File: config.mk
export PLATFORM = sky130hd
export DESIGN_NAME = digit_serial_adder
export DESIGN_NICKNAME = d
export VERILOG_FILES = /design/src/rtl/adder_pkg.sv /design/src/rtl/digit_adder.sv /design/src/rtl/digit_serial_adder.sv
export SDC_FILE = /design/constraint.sdc
export NUM_CORES = 1
export LEC_CHECK = 0
export BUFFER_PORTS_ARGS = -buffer_cell sky130_fd_sc_hd__buf_2
export CORE_MARGIN = 1
export CORE_UTILIZATION = 56
export CTS_CLUSTER_SIZE = 14
export DETAILED_ROUTE_END_ITERATION = 10
export PLACE_DENSITY = 0.83
export SLEW_MARGIN = 20
export SYNTH_ARGS = -nofsm -noshare
export SYNTH_HDL_FRONTEND = slang
export SYNTH_HIERARCHICAL = 1
export SYNTH_SLANG_ARGS = --single-unit
export TNS_END_PERCENT = 30
File: constraint.sdc
create_clock -name clk -period 3.51 [get_ports clk]
set_input_delay 0.702 -clock clk [delete_from_list [all_inputs] [get_ports clk]]
set_output_delay 0.702 -clock clk [all_outputs]
set_load 0.05 [all_outputs]
File: src/rtl/adder_pkg.sv
// -----------------------------------------------------------------------------
// adder_pkg
// Shared definitions for the digit-serial adder:
//   state_t   - controller states (IDLE, RUN, DONE)
//   cnt_width - width of the digit counter for a given number of digits;
//               never less than one bit, so the single-digit case still has
//               a legal counter.
// -----------------------------------------------------------------------------
package adder_pkg;

   typedef enum logic [1:0] {
      IDLE = 2'd0,
      RUN  = 2'd1,
      DONE = 2'd2
   } state_t;

   function automatic int cnt_width(input int n_digits);
      return (n_digits > 1) ? $clog2(n_digits) : 1;
   endfunction

endpackage

File: src/rtl/digit_adder.sv
// -----------------------------------------------------------------------------
// digit_adder
// Combinational DIGIT-bit slice adder used once per cycle by the serial adder.
//   a_d, b_d : slice operands (b already inverted for subtraction)
//   ci       : carry into the slice
//   s_d      : slice sum
//   co       : carry out of the slice's top bit
//   c_msb    : carry into the slice's top bit (for signed overflow)
// -----------------------------------------------------------------------------
module digit_adder #(
   parameter int DIGIT = 4
) (
   input  logic [DIGIT-1:0] a_d,
   input  logic [DIGIT-1:0] b_d,
   input  logic             ci,
   output logic [DIGIT-1:0] s_d,
   output logic             co,
   output logic             c_msb
);

   logic [DIGIT:0] sum;

   always_comb begin
      sum = {1'b0, a_d} + {1'b0, b_d} + {{DIGIT{1'b0}}, ci};
   end

   assign s_d = sum[DIGIT-1:0];
   assign co  = sum[DIGIT];
   // The sum bit is a^b^carry_in, so the carry into the top bit falls out
   // by XOR-ing the operand bits back off.
   assign c_msb = a_d[DIGIT-1] ^ b_d[DIGIT-1] ^ sum[DIGIT-1];

endmodule

File: src/rtl/digit_serial_adder.sv
// -----------------------------------------------------------------------------
// digit_serial_adder
// Adds or subtracts two WIDTH-bit operands DIGIT bits per clock, least
// significant slice first. Result, carry-out and signed overflow are
// published together when the last slice completes and held until the next
// completion.
//   clk, rst : clock, asynchronous active-high reset
//   start    : operation request, accepted only when idle
//   sub      : 0 = a+b+cin, 1 = a-b-cin
//   a, b     : operands, sampled only when start is accepted
//   cin      : carry-in (add) / borrow-in (subtract)
//   busy     : operation in progress (RUN or DONE)
//   done     : one-cycle completion pulse
//   s        : result modulo 2^WIDTH
//   cout     : carry-out; for subtract 1 means no borrow
//   ovf      : two's-complement overflow
// -----------------------------------------------------------------------------
module digit_serial_adder
   import adder_pkg::*;
#(
   parameter int WIDTH = 16,
   parameter int DIGIT = 4
) (
   input  logic             clk,
   input  logic             rst,
   input  logic             start,
   input  logic             sub,
   input  logic [WIDTH-1:0] a,
   input  logic [WIDTH-1:0] b,
   input  logic             cin,
   output logic             busy,
   output logic             done,
   output logic [WIDTH-1:0] s,
   output logic             cout,
   output logic             ovf
);

   localparam int            N    = WIDTH / DIGIT;
   localparam int            CW   = cnt_width(N);
   localparam logic [CW-1:0] LAST = CW'(N - 1);

   state_t           state_q, state_d;
   logic [CW-1:0]    cnt_q, cnt_d;
   logic [WIDTH-1:0] op_a_q, op_a_d;
   logic [WIDTH-1:0] op_b_q, op_b_d;
   logic             carry_q, carry_d;
   logic [WIDTH-1:0] acc_q, acc_d;
   logic [WIDTH-1:0] res_q, res_d;
   logic             cout_q, cout_d;
   logic             ovf_q, ovf_d;

   int               base;
   logic [DIGIT-1:0] sl_a, sl_b, sl_s;
   logic             sl_co, sl_cmsb;

   // Bit offset of the slice being worked on this cycle.
   assign base = int'(cnt_q) * DIGIT;
   assign sl_a = op_a_q[base +: DIGIT];
   assign sl_b = op_b_q[base +: DIGIT];

   digit_adder #(
      .DIGIT (DIGIT)
   ) u_slice (
      .a_d   (sl_a),
      .b_d   (sl_b),
      .ci    (carry_q),
      .s_d   (sl_s),
      .co    (sl_co),
      .c_msb (sl_cmsb)
   );

   always_comb begin
      state_d = state_q;
      cnt_d   = cnt_q;
      op_a_d  = op_a_q;
      op_b_d  = op_b_q;
      carry_d = carry_q;
      acc_d   = acc_q;
      res_d   = res_q;
      cout_d  = cout_q;
      ovf_d   = ovf_q;

      case (state_q)
         IDLE: begin
            if (start) begin
               op_a_d  = a;
               // Subtraction is a + ~b + 1; the borrow-in removes that +1.
               op_b_d  = sub ? ~b : b;
               carry_d = cin ^ sub;
               cnt_d   = '0;
               state_d = RUN;
            end
         end
         RUN: begin
            acc_d[base +: DIGIT] = sl_s;
            carry_d              = sl_co;
            cnt_d                = cnt_q + CW'(1);
            if (cnt_q == LAST) begin
               res_d                = acc_q;
               res_d[base +: DIGIT] = sl_s;
               cout_d               = sl_co;
               ovf_d                = sl_co ^ sl_cmsb;
               state_d              = DONE;
            end
         end
         DONE: begin
            state_d = IDLE;
         end
         default: begin
            state_d = IDLE;
         end
      endcase
   end

   always_ff @(posedge clk or posedge rst) begin
      if (rst) begin
         state_q <= IDLE;
         cnt_q   <= '0;
         op_a_q  <= '0;
         op_b_q  <= '0;
         carry_q <= 1'b0;
         acc_q   <= '0;
         res_q   <= '0;
         cout_q  <= 1'b0;
         ovf_q   <= 1'b0;
      end else begin
         state_q <= state_d;
         cnt_q   <= cnt_d;
         op_a_q  <= op_a_d;
         op_b_q  <= op_b_d;
         carry_q <= carry_d;
         acc_q   <= acc_d;
         res_q   <= res_d;
         cout_q  <= cout_d;
         ovf_q   <= ovf_d;
      end
   end

   assign busy = (state_q != IDLE);
   assign done = (state_q == DONE);
   assign s    = res_q;
   assign cout = cout_q;
   assign ovf  = ovf_q;

endmodule

==> results of run 1 <==
[per-stage QoR]
stage	area, sq um	total power [mW]
floorplan	3370	3.16
global placement	3630	3.56
detailed placement	3630	3.63
CTS	3800	4.22
global route	3800	4.53
finish	3800	4.20
[worst paths after layout]
path | cells after the start | slack (ns) | from | end
max in group asynchronous | 3 | 2.18 | rst | op_b_q[1]
max reg2reg | 5 | 0.88 | cnt_q[1] | s[10]
min reg2reg | 2 | 0.48 | op_b_q[11] | op_b_q[11]
min in group clk | 2 | 0.48 | op_b_q[11] | op_b_q[11]
min | 2 | 0.40 | rst | op_a_q[8]
max | 5 | 0.88 | cnt_q[1] | s[10]
[placed cells by master, fill, tap and decap left out, drive strengths merged, types with 3 or more instances in the layout]
cell type / count
mux4: 8
xnor2: 18
buf: 60
a221oi: 4
inv: 9
dfrtp: 67
a21oi: 9
a22o: 16
nand2: 74
a31oi: 8
nor2: 17
nor2b: 10
ha: 8
nand3: 3
clkbuf: 14
o21ai: 20
[area by class of cell]
class	instances	share of cell area
Sequential cell	67	0.441
Clock inverter	2	0.00263
Timing Repair Buffer	60	0.0816
Tap cell	72	0.0237
Clock buffer	14	0.0428
Inverter	9	0.00888
Multi-Input combinational cell	215	0.400
[per-layer routing]
layer / up-vias / global-route usage / share of wire
li1: 1163 / - / -
met1: 1106 / 0.314 / 0.46
met2: 70 / 0.376 / 0.48
met3: 12 / 0.0606 / 0.047
met4: 0 / 0.107 / 0.020
met5: - / 0 / 0
[sequential cells by signal, summed over array words and instances, names as in the netlist]
name,flops
ovf,1
op_a_q,16
s,16
cout,1
acc_q,12
op_b_q,16
state_q,2
cnt_q,2
carry_q,1
[cells by family after synthesis]
family | Yosys count | share of synthesized area
compound gates | 59 | 0.132
xor+xnor | 20 | 0.0519
fa+ha+maj | 10 | 0.0415
buf+inv | 30 | 0.0526
flops | 67 | 0.497
mux | 8 | 0.0534
simple gates | 118 | 0.172
[cells in the mapped netlist, drive strengths merged]
master,count,share of area
nor2,17,0.019
a21oi,9,0.013
nor3b,1,0.0037
xnor2,18,0.047
dfrtp,67,0.50
fa,2,0.012
xor2,2,0.0052
or2,1,0.0019
inv,9,0.010
nand3b,1,0.0059
clkbuf,2,0.0022
nand2b,1,0.0019
nand2,74,0.082
and4bb,2,0.0074
buf,19,0.040
o31ai,1,0.0022
nor4b,2,0.014
ha,8,0.030
or2b,1,0.0022
nand3,3,0.0044
a31oi,8,0.015
mux4,8,0.053
o21ai,20,0.047
and2b,1,0.0022
a22oi,1,0.0022
a221oi,4,0.010
and2,1,0.0019
or3b,1,0.0026
nor2b,10,0.019
and3,2,0.0037
a22o,16,0.042
[power by group through the flow]
| stage | Clock, mW | Combinational, mW | Sequential, mW |
|---|---|---|---|
| CTS | 0.586 | 2.29 | 1.35 |
| detailed placement | 0 | 2.27 | 1.36 |
| global placement | 0 | 2.22 | 1.35 |
| global route | 0.621 | 2.51 | 1.39 |
| finish | 0.569 | 2.29 | 1.35 |
| floorplan | 0 | 1.57 | 1.59 |
[worst reg2reg max path, stage by stage (launching register included)]
cell	delay, ns
dfrtp_1	0.65
mux4_2	0.59
ha_1	0.37
xnor2_1	0.61
a31oi_1	0.17
a21oi_1	0.18
==> qor.yml, run 1 <==
run_status:
  status: "complete, no violations"
floorplanning:
  die_w_um: 79.6
  core-area_sq_mm: 0.00564
  die_area_sq_mm: 0.00634
  num_rows: 27
  fp.dieH_um: 79.6
  start_util: 0.598
  ios: 57
global_route:
  grt_pass1_vias: 2321
  grt_pass1_wl_um: 11200
  antenna_found_initial: 0
  track_usage: 0.240
  gr-total-overflow: 0
  grt_max_degree: 41
clock_network:
  clk_pin_slew_ns: 0.07
  cts_max_path_buffers: 2
  htree_levels: 3
  clk_latency_ns: 0.34
  root_buffer: "clkbuf_8"
  cts.repair.resized: 0
  cts_hold_buf: 0
  cts_sinks: 67
  cts_tree: "done"
  cts-buffers-inserted: 9
  post_cts_buffers: 0
final_layout:
  multi_input_area_sq_mm: 0.00152
  fin_util: 0.674
  final_nets: 409
  seq_area_sq_mm: 0.00168
  area_growth_pct: 12.7
  n_antenna_cell: 0
  fillers: 423
  layout-drive-gt1-share: 0.292
  final_cells: 439
setup_path:
  worst-path-buf-inv: 0
  crit_path_max_fanout: 11
  crit_required_ns: 3.78
  cpMaxStageDelayCell: "dfrtp_1"
  critPathKind: "reg2reg"
  max_stage_delay_ns: 0.65
  crit_chain: "mux4_2 -> ha_1 -> xnor2_1 -> a31oi_1 -> a21oi_1"
  cp-start-kind: "flip-flop"
  arrival_ns: 2.90
  critPathTopFamily: "flip-flops"
  crit_path_end_kind: "flip-flop"
pwr:
  power.internal_mw: 2.23
  p_switching_mw: 1.97
  swShare: 0.468
  power_density_mw_per_mm2: 1100
  p_seq_frac: 0.320
  p_comb_frac: 0.544
  p_leak_nw: 1.89
  clkPwrFrac: 0.135
  max-vdd-ir-drop_mv: 0.597
logic_synthesis:
  yosysWarnings: 6
  syn_nets: 359
  synth-seq-area-share: 0.497
  yosysUniqueCellTypes: 37
  ys_ff_latch: 67
  avgSynthCellArea_sq_um: 10.8
  syn-cell-area_sq_mm: 0.00337
  syn_inst: 312
sta:
  tns_ns: 0
  timing_worst_slew_pin_value_ns: 1.05
  max_clock_freq_mhz: 380
  finalHoldWorstSlack_ns: 0.403
  skew_ns: 0.00503
  setup_slack_ns: 0.879
  drv_slew: 0
  layout_min_cycle_time_ns: 2.63
  setup_viol: 0
  hold_violations: 0
  relSlewSlack: 0.299
  rsz0062_at_grt: "no"
  finalCritPeriodShare: 0.750
route:
  vias_per_cell: 5.36
  avgRoutedWirePerCell_um: 14.8
  drt-initial-drc-count: 139
  drcViolationCount: 0
  drtAntennaViolNets: 0
  detail_route.first_pass.iterations: 4
  totalWireLength_um: 6500
  vias: 2351
place:
  gp_congestion: 0.803
  io_buffers: 56
  dpl.hpwl_um: 4620
  pre_cts_slack_ns: 0.886
  placedCellCount: 423
run:
  cap_violations: 0
hold_path:
  hold_path_class: "in2async"
(Power assumes the default switching activity.)
==> run 2, diff against run 1 <==
CORE_UTILIZATION = 50   (was 56)
PLACE_DENSITY = 0.78   (was 0.83)
clock period = 2.25 ns   (was 3.51 ns; I/O delays follow)
==> qor.yml, run 2 (synthesized netlist as in run 1, its figures left out) <==
route:
  vias_per_cell: 5.32
  totalWireLength_um: 6500
  drcViolationCount: 2
  detail_route.first_pass.iterations: 7
  drtAntennaViolNets: 0
  drt-initial-drc-count: 81
  avgRoutedWirePerCell_um: 14.2
  vias: 2438
sta:
  skew_ns: 0.0113
  setup_slack_ns: -0.0271
  drv_slew: 0
  finalCritPeriodShare: 1.01
  timing_worst_slew_pin_value_ns: 1.03
  layout_min_cycle_time_ns: 2.28
  max_clock_freq_mhz: 439
  rsz0062_at_grt: "yes"
  hold_violations: 0
  relSlewSlack: 0.311
  finalHoldWorstSlack_ns: 0.0941
  setup_viol: 5
  tns_ns: -0.101
setup_path:
  crit_path_end_kind: "flip-flop"
  critPathKind: "reg2reg"
  worstRegToRegCells: 9
  cp-start-kind: "flip-flop"
  regToRegSetupSlack_ns: -0.03
  crit_required_ns: 2.48
  r2r-start: "cnt_q[0]"
  timing.rr.end: "ovf"
  arrival_ns: 2.51
  crit_path_max_fanout: 6
global_route:
  grt_max_degree: 52
  antenna_found_initial: 0
  track_usage: 0.205
  grt_pass1_wl_um: 11100
  gr-total-overflow: 0
  grt_pass1_vias: 2318
final_layout:
  final_cell_mix: "nand2_1, dfrtp_1, buf_2"
  final_cells: 458
  final_common_cell: "nand2_1"
  n_antenna_cell: 0
  final_nets: 423
  layout-drive-gt1-share: 0.344
  fin_area_sq_mm: 0.00401
  area_growth_pct: 18.8
  fin_util: 0.624
clock_network:
  clk_latency_ns: 0.35
  clk_pin_slew_ns: 0.07
  root_buffer: "clkbuf_8"
  cts-buffers-inserted: 9
  cts_sinks: 67
  cts_max_path_buffers: 2
  htree_levels: 3
  cts_tree: "done"
pwr:
  max-vdd-ir-drop_mv: 0.872
  power_density_mw_per_mm2: 1830
  p_leak_nw: 1.99
  finalPower_mw: 7.33
run_status:
  violations: "DRC, setup timing"
  status: "complete, but fails checks"
floorplanning:
  num_rows: 29
  fp.dieH_um: 84.2
  ios: 57
  die_w_um: 84.2
  start_util: 0.525
  core-area_sq_mm: 0.00642
  die_area_sq_mm: 0.00708
place:
  io_buffers: 56
  gp_congestion: 0.840
  dpl_cell_area_sq_mm: 0.00375
  placedCellCount: 439
  dpl.hpwl_um: 4780
  pre_cts_slack_ns: -0.171
run:
  cap_violations: 0
hold_path:
  hold_path_class: "in2async"
-- run 2: what timing repair did --
action                     in CTS  in global routing
pin swaps                       3                  4
setup endpoints to repair      23                 20
setup buffers                   2                  1
resized for setup              10                  2
hold buffers                    0                  0
-- run 2: layer usage --
metal / up-vias / wire length (um) / track usage
li1: 1189 / - / -
met2: 69 / 3150 / 0.327
met5: - / 0 / 0
met4: 0 / 105 / 0.0909
met3: 9 / 318 / 0.0541
met1: 1171 / 2930 / 0.267
-- run 2: power by group --
part / switching, mW / leakage (nW) / internal, mW
Clock: 0.424 / 0.0947 / 0.542
Combinational: 2.54 / 1.05 / 1.74
Sequential: 0.345 / 0.846 / 1.74
Total: 3.31 / 1.99 / 4.02
-- run 2: cell type report --
cell class	instances	area (sq um)
Fill cell	484	2410
Sequential cell	67	1680
Multi-Input combinational cell	215	1570
Timing Repair Buffer	74	440
Clock buffer	14	153
Tap cell	77	96.3
Inverter	9	38.8
Clock inverter	2	35.0
-- run 2: worst max path at each step --
stage,from,endpoint,slack (ns),cells after the start
final,cnt_q[0],ovf,-0.03,9
after global routing,cnt_q[0],ovf,-0.17,9
after CTS,cnt_q[0],ovf,-0.04,9
after detailed placement,cnt_q[0],s[9],-0.17,7
after global placement,cnt_q[0],s[5],-0.13,7
after floorplan,cnt_q[0],s[2],-0.11,9
-- run 2: critical path, stage by stage (launching register included) --
cell      delay [ns]
dfrtp_2         0.42
mux4_2          0.53
fa_2            0.38
inv_2           0.07
fa_2            0.22
nor2b_1         0.05
o21ai_1         0.12
nand2b_1        0.12
xnor2_1         0.18
o21ai_1         0.07
